`src/rtl/uart_tx_fifo_pkg.sv`:
```
// Shared definitions for the memory-mapped UART transmitter:
// serializer state encoding, register offsets (addr[3:2]) and STATUS bit positions.
// No ports; imported by uart_tx_fifo and its sub-modules.
package uart_tx_fifo_pkg;

   typedef enum logic [2:0] {
      ST_IDLE   = 3'd0,
      ST_START  = 3'd1,
      ST_DATA   = 3'd2,
      ST_PARITY = 3'd3,
      ST_STOP   = 3'd4
   } tx_state_t;

   // Register offsets as decoded from addr[3:2]
   localparam logic [1:0] TXDATA_OFF = 2'd0;
   localparam logic [1:0] STATUS_OFF = 2'd1;

   // STATUS register bit positions
   localparam int STAT_FULL_BIT   = 0;
   localparam int STAT_EMPTY_BIT  = 1;
   localparam int STAT_BUSY_BIT   = 2;
   localparam int STAT_PARITY_BIT = 3;

endpackage

```
`src/rtl/uart_tx_fifo_mem.sv`:
```
// Circular synchronous FIFO holding bytes waiting for the serializer.
// Latency: a push is visible at o_rdata the cycle after; o_rdata is the combinational head.
// Backpressure: caller must not push when full (unless popping) nor pop when empty.
// Ports: clock, reset (async, active-high), i_push/i_wdata, i_pop, o_rdata (head),
//        o_full, o_empty, o_count (entries held).
module uart_tx_fifo_mem #(
   parameter int DEPTH = 16,
   parameter int WIDTH = 8
) (
   input  logic                     clock,
   input  logic                     reset,
   input  logic                     i_push,
   input  logic [WIDTH-1:0]         i_wdata,
   input  logic                     i_pop,
   output logic [WIDTH-1:0]         o_rdata,
   output logic                     o_full,
   output logic                     o_empty,
   output logic [$clog2(DEPTH):0]   o_count
);

   localparam int AW = $clog2(DEPTH);

   logic [WIDTH-1:0] r_mem [DEPTH];
   // One extra pointer bit: equal low bits with differing MSB means full.
   logic [AW:0]      r_wptr;
   logic [AW:0]      r_rptr;

   always_ff @(posedge clock) begin
      if (i_push) begin
         r_mem[r_wptr[AW-1:0]] <= i_wdata;
      end
   end

   always_ff @(posedge clock or posedge reset) begin
      if (reset) begin
         r_wptr <= '0;
         r_rptr <= '0;
      end else begin
         if (i_push) r_wptr <= r_wptr + {{AW{1'b0}}, 1'b1};
         if (i_pop)  r_rptr <= r_rptr + {{AW{1'b0}}, 1'b1};
      end
   end

   // When full, a simultaneous push writes the slot being popped; the pop
   // reads the old value combinationally before the write lands.
   assign o_rdata = r_mem[r_rptr[AW-1:0]];
   assign o_empty = (r_wptr == r_rptr);
   assign o_full  = (r_wptr[AW] != r_rptr[AW]) && (r_wptr[AW-1:0] == r_rptr[AW-1:0]);
   assign o_count = r_wptr - r_rptr;

endmodule

```
`src/rtl/uart_tx_fifo.sv`:
```
// Memory-mapped UART transmitter: bus writes to TXDATA queue bytes, serialized as 8N1 on uart_txd.
// Latency: uart_ready one cycle after a request is sampled; first start bit 2 cycles after the push.
// Backpressure: a TXDATA write to a full FIFO holds uart_ready low until the serializer pops.
// Ports: clock, reset (async, active-high); uart_valid/instr/addr/wdata/wstrb request in;
//        uart_rdata/uart_ready response out; uart_txd serial out (idle high).
// Build option: define UART_TX_PARITY_EN to add an even-parity bit (8E1) and set STATUS bit 3.
module uart_tx_fifo
   import uart_tx_fifo_pkg::*;
#(
   parameter int FIFO_DEPTH   = 16,
   parameter int CLKS_PER_BIT = 868
) (
   input  logic        clock,
   input  logic        reset,
   input  logic        uart_valid,
   input  logic        uart_instr,
   input  logic [31:0] uart_addr,
   input  logic [31:0] uart_wdata,
   input  logic [3:0]  uart_wstrb,
   output logic [31:0] uart_rdata,
   output logic        uart_ready,
   output logic        uart_txd
);

   localparam int            BW        = (CLKS_PER_BIT > 1) ? $clog2(CLKS_PER_BIT) : 1;
   localparam logic [BW-1:0] BAUD_LAST = BW'(CLKS_PER_BIT - 1);
   localparam int            CW        = $clog2(FIFO_DEPTH) + 1;

`ifdef UART_TX_PARITY_EN
   localparam logic PARITY_CAP = 1'b1;
`else
   localparam logic PARITY_CAP = 1'b0;
`endif

   tx_state_t     r_state, w_state_nxt;
   logic [BW-1:0] r_baud, w_baud_nxt;
   logic [2:0]    r_idx, w_idx_nxt;
   logic [7:0]    r_sh, w_sh_nxt;
   logic          r_txd, w_txd_nxt;
   logic          r_ready;
   logic [31:0]   r_rdata;

   logic          w_push, w_pop, w_full, w_empty, w_bit_done;
   logic [7:0]    w_head;
   logic [CW-1:0] w_count;
   logic          w_req, w_is_rd, w_tx_wr, w_ack;
   logic [31:0]   w_status, w_rd_val;
   logic          w_unused;

   uart_tx_fifo_mem #(.DEPTH(FIFO_DEPTH), .WIDTH(8)) u_fifo (
      .clock   (clock),
      .reset   (reset),
      .i_push  (w_push),
      .i_wdata (uart_wdata[7:0]),
      .i_pop   (w_pop),
      .o_rdata (w_head),
      .o_full  (w_full),
      .o_empty (w_empty),
      .o_count (w_count)
   );

   // ---------------- bus decode and handshake ----------------
   always_comb begin
      w_status                  = '0;
      w_status[STAT_FULL_BIT]   = w_full;
      w_status[STAT_EMPTY_BIT]  = w_empty;
      w_status[STAT_BUSY_BIT]   = (r_state != ST_IDLE);
      w_status[STAT_PARITY_BIT] = PARITY_CAP;

      // A request is never taken in the cycle ready is high.
      w_req   = uart_valid & ~r_ready;
      w_is_rd = (uart_wstrb == 4'b0000);
      w_tx_wr = w_req & ~uart_instr & ~w_is_rd & uart_wstrb[0] &
                (uart_addr[3:2] == TXDATA_OFF);
      // A full FIFO can still accept when the serializer pops this cycle.
      w_push  = w_tx_wr & (~w_full | w_pop);
      w_ack   = w_req & (~w_tx_wr | w_push);

      w_rd_val = '0;
      if (~uart_instr && w_is_rd && (uart_addr[3:2] == STATUS_OFF)) begin
         w_rd_val = w_status;
      end
   end

   // ---------------- serializer next-state ----------------
   assign w_bit_done = (r_baud == BAUD_LAST);

   always_comb begin
      w_state_nxt = r_state;
      w_baud_nxt  = w_bit_done ? '0 : r_baud + BW'(1);
      w_idx_nxt   = r_idx;
      w_sh_nxt    = r_sh;
      w_pop       = 1'b0;

      case (r_state)
         ST_IDLE: begin
            w_baud_nxt = '0;
            if (!w_empty) begin
               w_pop       = 1'b1;
               w_sh_nxt    = w_head;
               w_state_nxt = ST_START;
            end
         end
         ST_START: begin
            if (w_bit_done) begin
               w_state_nxt = ST_DATA;
               w_idx_nxt   = 3'd0;
            end
         end
         ST_DATA: begin
            if (w_bit_done) begin
               if (r_idx == 3'd7) begin
`ifdef UART_TX_PARITY_EN
                  w_state_nxt = ST_PARITY;
`else
                  w_state_nxt = ST_STOP;
`endif
               end else begin
                  w_idx_nxt = r_idx + 3'd1;
               end
            end
         end
         ST_PARITY: begin
            if (w_bit_done) w_state_nxt = ST_STOP;
         end
         ST_STOP: begin
            if (w_bit_done) begin
               // Chain straight into the next frame when more data is queued.
               if (!w_empty) begin
                  w_pop       = 1'b1;
                  w_sh_nxt    = w_head;
                  w_state_nxt = ST_START;
               end else begin
                  w_state_nxt = ST_IDLE;
               end
            end
         end
         default: begin
            w_state_nxt = ST_IDLE;
            w_baud_nxt  = '0;
         end
      endcase

      // txd is registered from the next state so it lines up with r_state.
      case (w_state_nxt)
         ST_START:  w_txd_nxt = 1'b0;
         ST_DATA:   w_txd_nxt = w_sh_nxt[w_idx_nxt];
         ST_PARITY: w_txd_nxt = ^w_sh_nxt;
         default:   w_txd_nxt = 1'b1;
      endcase
   end

   always_ff @(posedge clock or posedge reset) begin
      if (reset) begin
         r_state <= ST_IDLE;
         r_baud  <= '0;
         r_idx   <= '0;
         r_sh    <= '0;
         r_txd   <= 1'b1;
         r_ready <= 1'b0;
         r_rdata <= '0;
      end else begin
         r_state <= w_state_nxt;
         r_baud  <= w_baud_nxt;
         r_idx   <= w_idx_nxt;
         r_sh    <= w_sh_nxt;
         r_txd   <= w_txd_nxt;
         r_ready <= w_ack;
         r_rdata <= w_ack ? w_rd_val : '0;
      end
   end

   assign uart_ready = r_ready;
   assign uart_rdata = r_rdata;
   assign uart_txd   = r_txd;

   assign w_unused = &{1'b0, uart_addr[31:4], uart_addr[1:0], uart_wdata[31:8], w_count};

endmodule

```
`config.mk`:
```
export PLATFORM = sky130hd
export DESIGN_NAME = uart_tx_fifo
export DESIGN_NICKNAME = d
export VERILOG_FILES = /design/src/rtl/uart_tx_fifo_pkg.sv /design/src/rtl/uart_tx_fifo_mem.sv /design/src/rtl/uart_tx_fifo.sv
export SDC_FILE = /design/constraint.sdc
export NUM_CORES = 1
export LEC_CHECK = 0
export CORE_ASPECT_RATIO = 0.6
export CORE_MARGIN = 5
export CORE_UTILIZATION = 45
export CTS_BUF_LIST = sky130_fd_sc_hd__clkbuf_2
export DETAILED_ROUTE_END_ITERATION = 8
export DONT_BUFFER_PORTS = 1
export MAX_ROUTING_LAYER = met4
export PLACE_DENSITY = 0.68
export SYNTH_ARGS = -nofsm -noshare
export SYNTH_HDL_FRONTEND = slang
export SYNTH_HIERARCHICAL = 1
export SYNTH_SLANG_ARGS = --single-unit
```
`constraint.sdc`:
```
create_clock -name clock -period 4.5 [get_ports clock]
set_input_delay 0 -clock clock [delete_from_list [all_inputs] [get_ports clock]]
set_output_delay 0 -clock clock [all_outputs]
set_load 0.01 [all_outputs]
```
Word level (Yosys, flattened, before mapping) --
Memory sizes are Yosys's and may differ from the RTL's. Cells that the tools add are included.
Word-level totals: register bits 68, RAM bits 128, input bits 72, output and inout port bits 34, logic and storage cells 78, memories kept 1
Memory list:
- u_fifo.r_mem | depth 16, width 8, read ports 1, clocked after Yosys merged registers in 0, wr ports 1, line uart_tx_fifo_mem.sv:23 | logic [WIDTH-1:0] r_mem [DEPTH];
Operators by class: add/sub/neg operators 4, $lt $le $gt $ge 1, equal/unequal tests 13, muxes and demuxes 27, bitwise gates (word level) 14, reduce and logical (&&, ||, !) cells 9
Operator list (count):
- $mux 32 | 1
- $mux 3 | 10
- $mux 10 | 2
- $mux 8 | 2
- $pmux 8 s2 | 1
- $pmux 3 s5 | 1
- $eq 3x2->1 const B | 4
- $add 10x1->10 const B | 1
- $add 5x1->5 const B | 2
- $eq 10x10->1 const B | 1
- $reduce_xor 8->1 | 1
- $and 1x1->1 | 7
- $eq 3x1->1 const B | 2
- $eq 3x3->1 const B | 2
- $mux 1 | 6
- $pmux 3 s2 | 1
- $eq 5x5->1 | 1
- $not 1->1 | 5
- $eq 4x4->1 | 1
- $logic_not 4->1 | 1
- $lt 3x4->1 const B | 1
- $reduce_or 4->1 | 1
- $add 3x1->3 const B | 1
- $bmux 1 s3 | 1
- 9 further kinds | 12

Depth between registers and ports, before layout --
Gate-level depths: netlist (run 1).
word-level depth 10, gate-level depth with buffers 15, depth with buffers taken out 11

Modules after synthesis --
Netlist (run 1), hierarchy kept.
By module, submodules not included:
- uart_tx_fifo_mem | instances 1, cells an instance 293, area an instance 5689.2 µm², seq. area each 4093.9 µm²
- uart_tx_fifo | instances 1, cells an instance 210, area an instance 1893.1 µm², seq. area each 726.9 µm²

Least setup slack after synthesis (run 1) --
OpenSTA, ideal clock, no wires.
kind flip-flop to flip-flop, from reg u_fifo.r_rptr[1], to mem u_fifo.r_mem[3][0], enable pin, arrival 3.149 ns, setup slack 1.019 ns, stages on the path, launching flop included 15, path buffers 4, path through dfrtp_1 -> buf_2 -> clkbuf_1 -> inv_1 -> ha_1 -> nand4_1 -> nor2_1 -> or3_1 -> a21o_1 -> clkbuf_1 -> nand2_1 -> and3b_1 -> clkbuf_1 -> nor3b_1 -> and2_1
Between the ends: word-level cells in the longest chain between the ends 8
RTL lines:
- start: declaration | line uart_tx_fifo_mem.sv:26 | logic [AW:0] r_rptr;
- start signal: assignment | line uart_tx_fifo_mem.sv:40 | if (i_pop) r_rptr <= r_rptr + {{AW{1'b0}}, 1'b1};
- $eq 5x5->1 * | line uart_tx_fifo_mem.sv:47 | assign o_empty = (r_wptr == r_rptr);
- via w_empty | line uart_tx_fifo.sv:43 | logic w_push, w_pop, w_full, w_empty, w_bit_done;
- $mux 1 * | line uart_tx_fifo.sv:98, uart_tx_fifo.sv:129
- $mux 1 | line uart_tx_fifo.sv:127 | if (w_bit_done) begin
- $pmux 1 s2 * | line uart_tx_fifo.sv:95 | case (r_state)
- $or 1x1->1 * | line uart_tx_fifo.sv:76 | w_push = w_tx_wr & (~w_full | w_pop);
- $and 1x1->1 * | line uart_tx_fifo.sv:76
- via w_push | line uart_tx_fifo.sv:43
- $mux 1 * | line uart_tx_fifo_mem.sv:29 | if (i_push) begin
- $mux 1 (not written as such) * | line uart_tx_fifo_mem.sv:30 | r_mem[r_wptr[AW-1:0]] <= i_wdata;
- end: declaration | line uart_tx_fifo_mem.sv:23
The timed path passes the listed nets; every way through them passes the cells marked *.

Final worst setup path (run 1) --
from reg u_fifo.r_rptr[3], to mem u_fifo.r_mem[1][3], enable pin
Same word-level chain as after synthesis.

==> impl_metrics.tcl, run 1 <==
set metrics [dict create \
    n_fill_cell 1366 \
    final_cell_mix "128 x edfxtp_1, 37 x dfrtp_1, 35 x nand2_1" \
    final_util 0.4954 \
    core_mm2 0.01631 \
    timing.fmax_ghz 0.2523 \
    row_count 36 \
    skew_ns 0.05711 \
    drc 0 \
    ant_nets 0 \
    min-delay-start "uart_wstrb[0]" \
    insertedDiodeCount 0 \
    min_path_cells 3 \
    min_to "uart_ready" \
    first_pass_iters 5 \
    p_per_area_mw_per_mm2 335.1 \
    ys_warn_count 6 \
    drive_gt1_frac 0.1120 \
    grt_pass1_wl_um 22490 \
    worstSetupStartpointType "flip-flop" \
    grt_pass1_vias 3971 \
    final_common_cell "edfxtp_1" \
    syn_area_per_cell_um2 15.22 \
    area_growth_pct 7.654 \
    start_util 0.4602 \
    clkTransAtPathRegs_ns 0.26 \
    gp_congestion 0.8472 \
    final_nets 598 \
    reg2reg_slack_ns 0.54 \
    clock_latency_ns 0.73 \
    place_hpwl_um 10160 \
    worst_pin_slew_ns 0.7347 \
    routed_via_density 5.434 \
    fin_setup_tns_ns 0 \
    post-route-period-util 0.8809 \
    wire_per_inst_um 19.95 \
    cp.arrival_ns 4.37 \
    wl_um 15060 \
    status "complete, no violations" \
    hold_path.class "primary input to flip-flop" \
    reg2reg_to "u_fifo/r_mem[1][3]" \
    slew_violations 0 \
    ios 106 \
    grt-ovfl-total 0 \
    dieHeight_um 110.0 \
    worstReg2RegStart "u_fifo/r_rptr[3]" \
    cts-buffers-inserted 17 \
    post-cts-setup-buffers 0 \
    dieWidth_um 176.7 \
    crit_path_end_kind "flip-flop" \
    portBuffers 0 \
    antenna_found_initial 1 \
    r2r.worst_path.cells 10 \
    p_leak_uw 0.002929 \
    rsz0062_at_grt "no" \
    cp_max_fo 14 \
    synthCells 493 \
    layout_min_cycle_time_ns 3.964 \
    slew_headroom 0.5086 \
    synth_area_mm2 0.007503 \
    crit_required_ns 4.90 \
    maxCapViolations 0 \
    setup_viol 0 \
    worstSetupPathType "flip-flop to flip-flop" \
    finalHoldViolCount 0 \
    gr-usage-all-layers 0.1637 \
    cts_sinks 167 \
    htree_levels 4 \
    tritoncts "yes" \
    ctsLongestPathBuffers 2 \
    cts_root_buffer "clkbuf_2" \
    vias 4103 \
    ir_worst_vdd_mv 0.1637 \
    drt_iter0_markers 422 \
    dieArea_mm2 0.01944 \
    grt_max_degree 43 \
]
sequential cells by signal (all words and copies together), names as in the netlist, 3 cells and up:
signal	count
u_fifo/r_rptr	5
u_fifo/r_mem	128
r_idx	3
r_baud	10
r_state	3
uart_rdata	3
r_sh	8
u_fifo/r_wptr	5
critical path, stage by stage (launching register included):
cell	delay, ns
dfrtp_1	0.66
inv_2	0.23
ha_1	0.34
nand4_1	0.15
nor2_1	0.10
or3_1	0.41
a21o_1	0.33
nand2_1	0.12
and3b_1	0.44
nor3b_1	0.40
and2_1	0.47
routing by layer:
layer | vias up | global-route usage | part of all wire | wire length, um
met5 | - | - | 0 | 0
met4 | 0 | 0.04194 | 0.0086 | 129
met3 | 14 | 0.04363 | 0.090 | 1349
met2 | 177 | 0.2211 | 0.41 | 6226
met1 | 2062 | 0.2460 | 0.49 | 7357
li1 | 1850 | - | - | -
layout make-up:
class	instances	area, um2	share of cell area
well taps	228	285.3	0.03532
clock buffers	17	85.08	0.01053
multi-input cells	294	2411	0.2985
inverters	12	45.04	0.005576
repair buffers	23	240.2	0.02974
flip-flops and latches	167	4822	0.5970
clock inverters	14	188.9	0.02339
worst max-delay path by stage:
stage | cells past startpoint | to | slack [ns] | start
final | 10 | u_fifo/r_mem[1][3] | 0.54 | u_fifo/r_rptr[3]
after global routing | 10 | u_fifo/r_mem[3][3] | 0.35 | u_fifo/r_rptr[3]
after CTS | 10 | u_fifo/r_mem[3][3] | 0.56 | u_fifo/r_rptr[3]
after detailed placement | 10 | u_fifo/r_mem[3][4] | 0.57 | u_fifo/r_rptr[3]
after global placement | 10 | u_fifo/r_mem[0][2] | 0.73 | u_fifo/r_rptr[3]
after floorplan | 14 | u_fifo/r_mem[3][0] | 1.09 | u_fifo/r_rptr[1]
where the power goes:
| part | switching [uW] | total, uW | internal, uW |
|---|---|---|---|
| registers | 22.1 | 1700 | 1680 |
| clock network | 551 | 876 | 325 |
| logic | 88.5 | 131 | 42.1 |
| total | 662 | 2710 | 2040 |
per-stage QoR:
| stage | setup WS [ns] | hold WS (ns) | instances | power (uW) | instance area (um2) |
|---|---|---|---|---|---|
| 2_1_floorplan | 1.087 | -0.1598 | 521 | 1811 | 7609 |
| 3_3_place_gp | 0.7326 | -0.1214 | 704 | 1820 | 7586 |
| 3_5_place_dp | 0.5671 | -0.1037 | 704 | 1827 | 7586 |
| 4_1_cts | 0.5576 | 0.003447 | 753 | 2723 | 8040 |
| 5_1_grt | 0.3459 | 0.06263 | 755 | 2816 | 8078 |
| 6_report | 0.5360 | 0.1318 | 755 | 2707 | 8078 |
timing repair:
| item | in CTS | in global routing |
|---|---|---|
| hold endpoints to repair | 175 | 22 |
| gates resized for setup | 0 | 0 |
| hold buffers | 18 | 1 |
Note: power is estimated with default switching activity, not from simulation.
==> run 2: changes to the inputs <==
CORE_MARGIN = 8   (was 5)
==> run 2 against run 1 <==
Compared with the run above: clock power shrank 8.2%; sequential power hardly changed; core utilization is 0.063 points lower; register-to-register slack gained 0.27 ns; global-route usage shrank 1.0 points.
==> impl_metrics.tcl, run 2 (synthesis results as in run 1) <==
set metrics [dict create \
    worstSetupStartpointType "flip-flop" \
    wire_per_inst_um 19.92 \
    dieWidth_um 182.7 \
    start_util 0.4614 \
    ant_nets 0 \
    ios 106 \
    cp.arrival_ns 4.37 \
    worst_pin_slew_ns 1.110 \
    timing.fmax_ghz 0.2708 \
    ctsLongestPathBuffers 2 \
    finalInstanceArea_mm2 0.008045 \
    cp.buffers_inverters 4 \
    drive_gt1_frac 0.1153 \
    row_count 36 \
    crit_path_end_kind "flip-flop" \
    reg2reg_slack_ns 0.81 \
    layout_min_cycle_time_ns 3.693 \
    core_mm2 0.01626 \
    cpMostUsedCell "dlygate4sd3_1" \
    grt_pass1_vias 4039 \
    crit_required_ns 5.17 \
    maxCapViolations 0 \
    gr-usage-all-layers 0.1534 \
    drc 0 \
    drt_iter0_markers 386 \
    final_nets 599 \
    dpl-instance-area_mm2 0.007601 \
    post-cts-setup-buffers 0 \
    cpLargestDelayFamily "buffers and inverters" \
    rsz0062_at_grt "no" \
    gp_congestion 0.8656 \
    vias 4108 \
    setup_viol 0 \
    place_hpwl_um 10100 \
    antenna_found_initial 2 \
    status "complete, no violations" \
    worstSetupPathType "flip-flop to flip-flop" \
    cp_max_fo 13 \
    clock_latency_ns 0.71 \
    portBuffers 0 \
    grt_pass1_wl_um 23320 \
    crit_chain "inv_1, ha_1, nand4_1, nor2_1, or3_1, a21o_1, buf_4, a31oi_1, dlygate4sd3_1, and4_1, dlygate4sd3_1, and2_1" \
    final_cell_mix "128 x edfxtp_1, 37 x dfrtp_1, 35 x nand2_1" \
    clkTransAtPathRegs_ns 0.27 \
    post-route-period-util 0.8207 \
    grt-ovfl-total 0 \
    cp_slowest_cell "dlygate4sd3_1" \
    dieArea_mm2 0.02120 \
    tritoncts "yes" \
    cts_sinks 167 \
    skew_ns 0.05497 \
    final_common_cell "edfxtp_1" \
    cts-buffers-inserted 17 \
    p_per_area_mw_per_mm2 327.9 \
    grt_max_degree 43 \
    largest_reg_flops 128 \
    slowest_delay_ns 0.57 \
    ir_worst_vdd_mv 0.1473 \
    first_pass_iters 5 \
    hold_path.class "primary input to flip-flop" \
    cts_root_buffer "clkbuf_2" \
    p_leak_uw 0.002919 \
    finalHoldViolCount 0 \
    wl_um 15120 \
    dieHeight_um 116.0 \
    fin_setup_tns_ns 0 \
    area_growth_pct 7.220 \
    htree_levels 4 \
    slew_headroom 0.2590 \
    routed_via_density 5.412 \
    slew_violations 0 \
]
==> run 2: cell count changes in the layout (fill, tap and decap cells not counted) <==
cell,delta
buf_4,+2
bufinv_16,-2
clkinvlp_4,-1
clkinvlp_2,+1
clkinv_4,-2
clkbuf_2,+1
buf_16,-1
diode_2,+2
inv_8,+3
clkinv_8,+1
==> run 2: final timing paths <==
kind	from	end	cells past startpoint
hold / removal	uart_wstrb[0]	uart_ready	3
hold reg to reg	r_baud[0]	r_baud[0]	1
setup reg to reg	u_fifo/r_rptr[2]	uart_rdata[1]	12
setup / recovery	u_fifo/r_rptr[2]	uart_rdata[1]	12
max in group asynchronous	reset	r_sh[3]	3
min in group asynchronous	reset	uart_ready	3
==> run 2: stage by stage <==
stage / instances / utilization / power [uW] / hold WS (ns) / setup WS (ns)
after floorplan: 521 / - / 1811 / -0.1598 / 1.087
after global placement: 706 / 0.4675 / 1829 / -0.1080 / 1.013
after detailed placement: 706 / 0.4675 / 1831 / -0.1115 / 0.8955
after CTS: 757 / 0.4945 / 2666 / 0.05828 / 0.8158
after global routing: 759 / 0.4948 / 2750 / 0.08959 / 0.6160
final: 759 / 0.4948 / 2638 / 0.1469 / 0.8068
==> run 2: area by class of cell <==
class	instances	area (um2)
well taps	228	285.3
inverters	12	45.04
clock inverters	14	158.9
repair buffers	24	227.7
clock buffers	18	90.09
multi-input cells	294	2411
diodes	2	5.005
flip-flops and latches	167	4822
fillers	1345	8215
==> run 2: layer usage <==
metal	vias to the layer above	global-route usage	share of wire
li1	1853	-	-
met1	2092	0.2191	0.49
met2	156	0.2056	0.40
met3	7	0.04915	0.10
met4	0	0.04078	0.0065
met5	-	-	0
==> run 2: power breakdown <==
part | total [uW] | leakage (uW) | switching, uW | internal [uW]
Clock | 804 | 0.000149 | 571 | 233
Combinational | 134 | 0.00113 | 92.6 | 40.9
Sequential | 1700 | 0.00164 | 22.4 | 1680
Total | 2640 | 0.00292 | 686 | 1950
==> run 2: worst register-to-register path: stages (launching register included) <==
cell           delay, ns
dfrtp_1             0.52
inv_1               0.28
ha_1                0.30
nand4_1             0.14
nor2_1              0.07
or3_1               0.39
a21o_1              0.18
buf_4               0.18
a31oi_1             0.15
dlygate4sd3_1       0.57
and4_1              0.19
dlygate4sd3_1       0.57
and2_1              0.13
==> run 2: timing repair <==
action	in CTS	in global routing
endpoints found under the hold margin	175	0
hold buffers	19	0
resized for setup	0	0
==> run 3: changes to the inputs <==
ABC_AREA = 1   (was default)
PLACE_DENSITY = 0.7   (was 0.68)
clock period = 3.2 ns   (was 4.5 ns; I/O delays follow)
==> run 3 against run 2 <==
Compared with the run above: die area up 9.9%; sequential power up 41%; critical endpoint is now u_fifo/r_mem[2][5]; register-to-register slack worse by 0.48 ns; final area up 12%; maximum frequency up 28%.
==> impl_metrics.tcl, run 3 <==
set metrics [dict create \
    slew_headroom 0.5695 \
    post-route-period-util 0.8992 \
    dieArea_mm2 0.02331 \
    worst_pin_slew_ns 0.6436 \
    finalPower_uw 3705 \
    drt_iter0_markers 519 \
    grt_pass1_wl_um 29390 \
    wl_um 18060 \
    place_hpwl_um 12670 \
    dpl-instance-area_mm2 0.008628 \
    gp_congestion 0.8543 \
    ant_nets 0 \
    finalInstanceArea_mm2 0.009049 \
    pre_cts_ws_ns 0.4045 \
    setup_viol 0 \
    cts_hold_buf 17 \
    portBuffers 0 \
    area_growth_pct 8.410 \
    worstSetupPathType "flip-flop to flip-flop" \
    clock_latency_ns 0.71 \
    syn_area_per_cell_um2 9.063 \
    largest_reg_flops 128 \
    vias 5855 \
    n_fill_cell 1678 \
    first_pass_iters 5 \
    insertedDiodeCount 0 \
    cp.buffers_inverters 3 \
    cts-buffers-inserted 17 \
    drc 0 \
    p_leak_uw 0.004223 \
    slew_violations 0 \
    cts_sinks 167 \
    clkTransAtPathRegs_ns 0.27 \
    dieWidth_um 191.8 \
    maxCapViolations 0 \
    cts-resized-gates 0 \
    ir_worst_vdd_mv 0.2931 \
    layout_setup_ws_ns 0.3225 \
    row_count 38 \
    cp.arrival_ns 3.31 \
    skew_ns 0.04538 \
    min-delay-start "uart_wstrb[2]" \
    start_util 0.4608 \
    finalHoldViolCount 0 \
    tritoncts "yes" \
    htree_levels 4 \
    crit_required_ns 3.63 \
    post-cts-setup-buffers 0 \
    cpLargestDelayFamily "buffers and inverters" \
    p_per_area_mw_per_mm2 409.5 \
    routed_via_density 4.823 \
    synth_area_mm2 0.008347 \
    ctsLongestPathBuffers 2 \
    crit_start "uart_ready" \
    final_common_cell "nand2_1" \
    gr-usage-all-layers 0.1672 \
    cp_max_fo 8 \
    cp_slowest_cell "dlygate4sd3_1" \
    antenna_found_initial 0 \
    timing.fmax_ghz 0.3475 \
    drive_gt1_frac 0.1211 \
    wire_per_inst_um 14.88 \
    crit_chain "nor2_1, nand3_1, nor3_1, dlygate4sd3_1, a21boi_0, buf_4, nand2_1, nor2_1, buf_4" \
    ys_warn_count 6 \
    slowest_delay_ns 0.59 \
    crit_path_end_kind "flip-flop" \
    core_mm2 0.01811 \
    grt_max_degree 48 \
    hold_path.class "primary input to flip-flop" \
    fin_setup_tns_ns 0 \
    grt_pass1_vias 5497 \
    rsz0062_at_grt "no" \
    synthCells 921 \
    cts_root_buffer "clkbuf_2" \
    final_cell_mix "279 x nand2_1, 163 x inv_1, 128 x edfxtp_1" \
    grt-ovfl-total 0 \
    worstReg2RegStart "uart_ready" \
    status "complete, no violations" \
    ios 106 \
    worstSetupStartpointType "flip-flop" \
    layout_min_cycle_time_ns 2.877 \
    dieHeight_um 121.5 \
    final_nets 1044 \
]
run 3: stage by stage:
stage	util	instances	hold WS, ns
2_1_floorplan	-	949	-0.1598
3_3_place_gp	0.4763	1165	-0.09867
3_5_place_dp	0.4763	1165	-0.09164
4_1_cts	0.4995	1214	0.05526
5_1_grt	0.4995	1214	0.01940
6_report	0.4995	1214	0.1280
run 3: worst min-delay path: cells and delay by family:
| kind | cells | cell delay (ns) |
|---|---|---|
| and+or+nand+nor | 3 | 0.18 |
| buffers and inverters | 1 | 0.62 |
run 3: worst paths after layout:
check,depth (start not counted),to,slack (ns)
max in group asynchronous,4,u_fifo/r_rptr[0],1.92
min in group asynchronous,3,r_sh[7],0.29
worst min register to register,1,u_fifo/r_wptr[4],0.51
worst max-delay path,9,u_fifo/r_mem[2][5],0.32
worst max register to register,9,u_fifo/r_mem[2][5],0.32
worst min-delay path,4,uart_rdata[2],0.13
run 3: layer usage:
metal / GRT usage / share of wire / vias up
met3: 0.03157 / 0.066 / 16
met1: 0.2531 / 0.52 / 2763
li1: - / - / 2905
met2: 0.2260 / 0.41 / 171
met5: - / 0 / -
met4: 0.03784 / 0.0086 / 0
run 3: final cells by class:
cell class | count | area (um2) | area share
tap | 240 | 300.3 | 0.03319
timing repair buffer | 46 | 400.4 | 0.04425
clock buffer | 18 | 90.09 | 0.009956
multi-input combinational | 549 | 2597 | 0.2871
sequential | 167 | 4822 | 0.5329
clock inverter | 14 | 160.2 | 0.01770
inverter | 180 | 678.2 | 0.07494
run 3: report_power, final:
group / switching (uW) / total [uW] / internal, uW
Combinational: 113 / 161 / 47.5
Clock: 822 / 1150 / 327
Sequential: 32.7 / 2400 / 2360
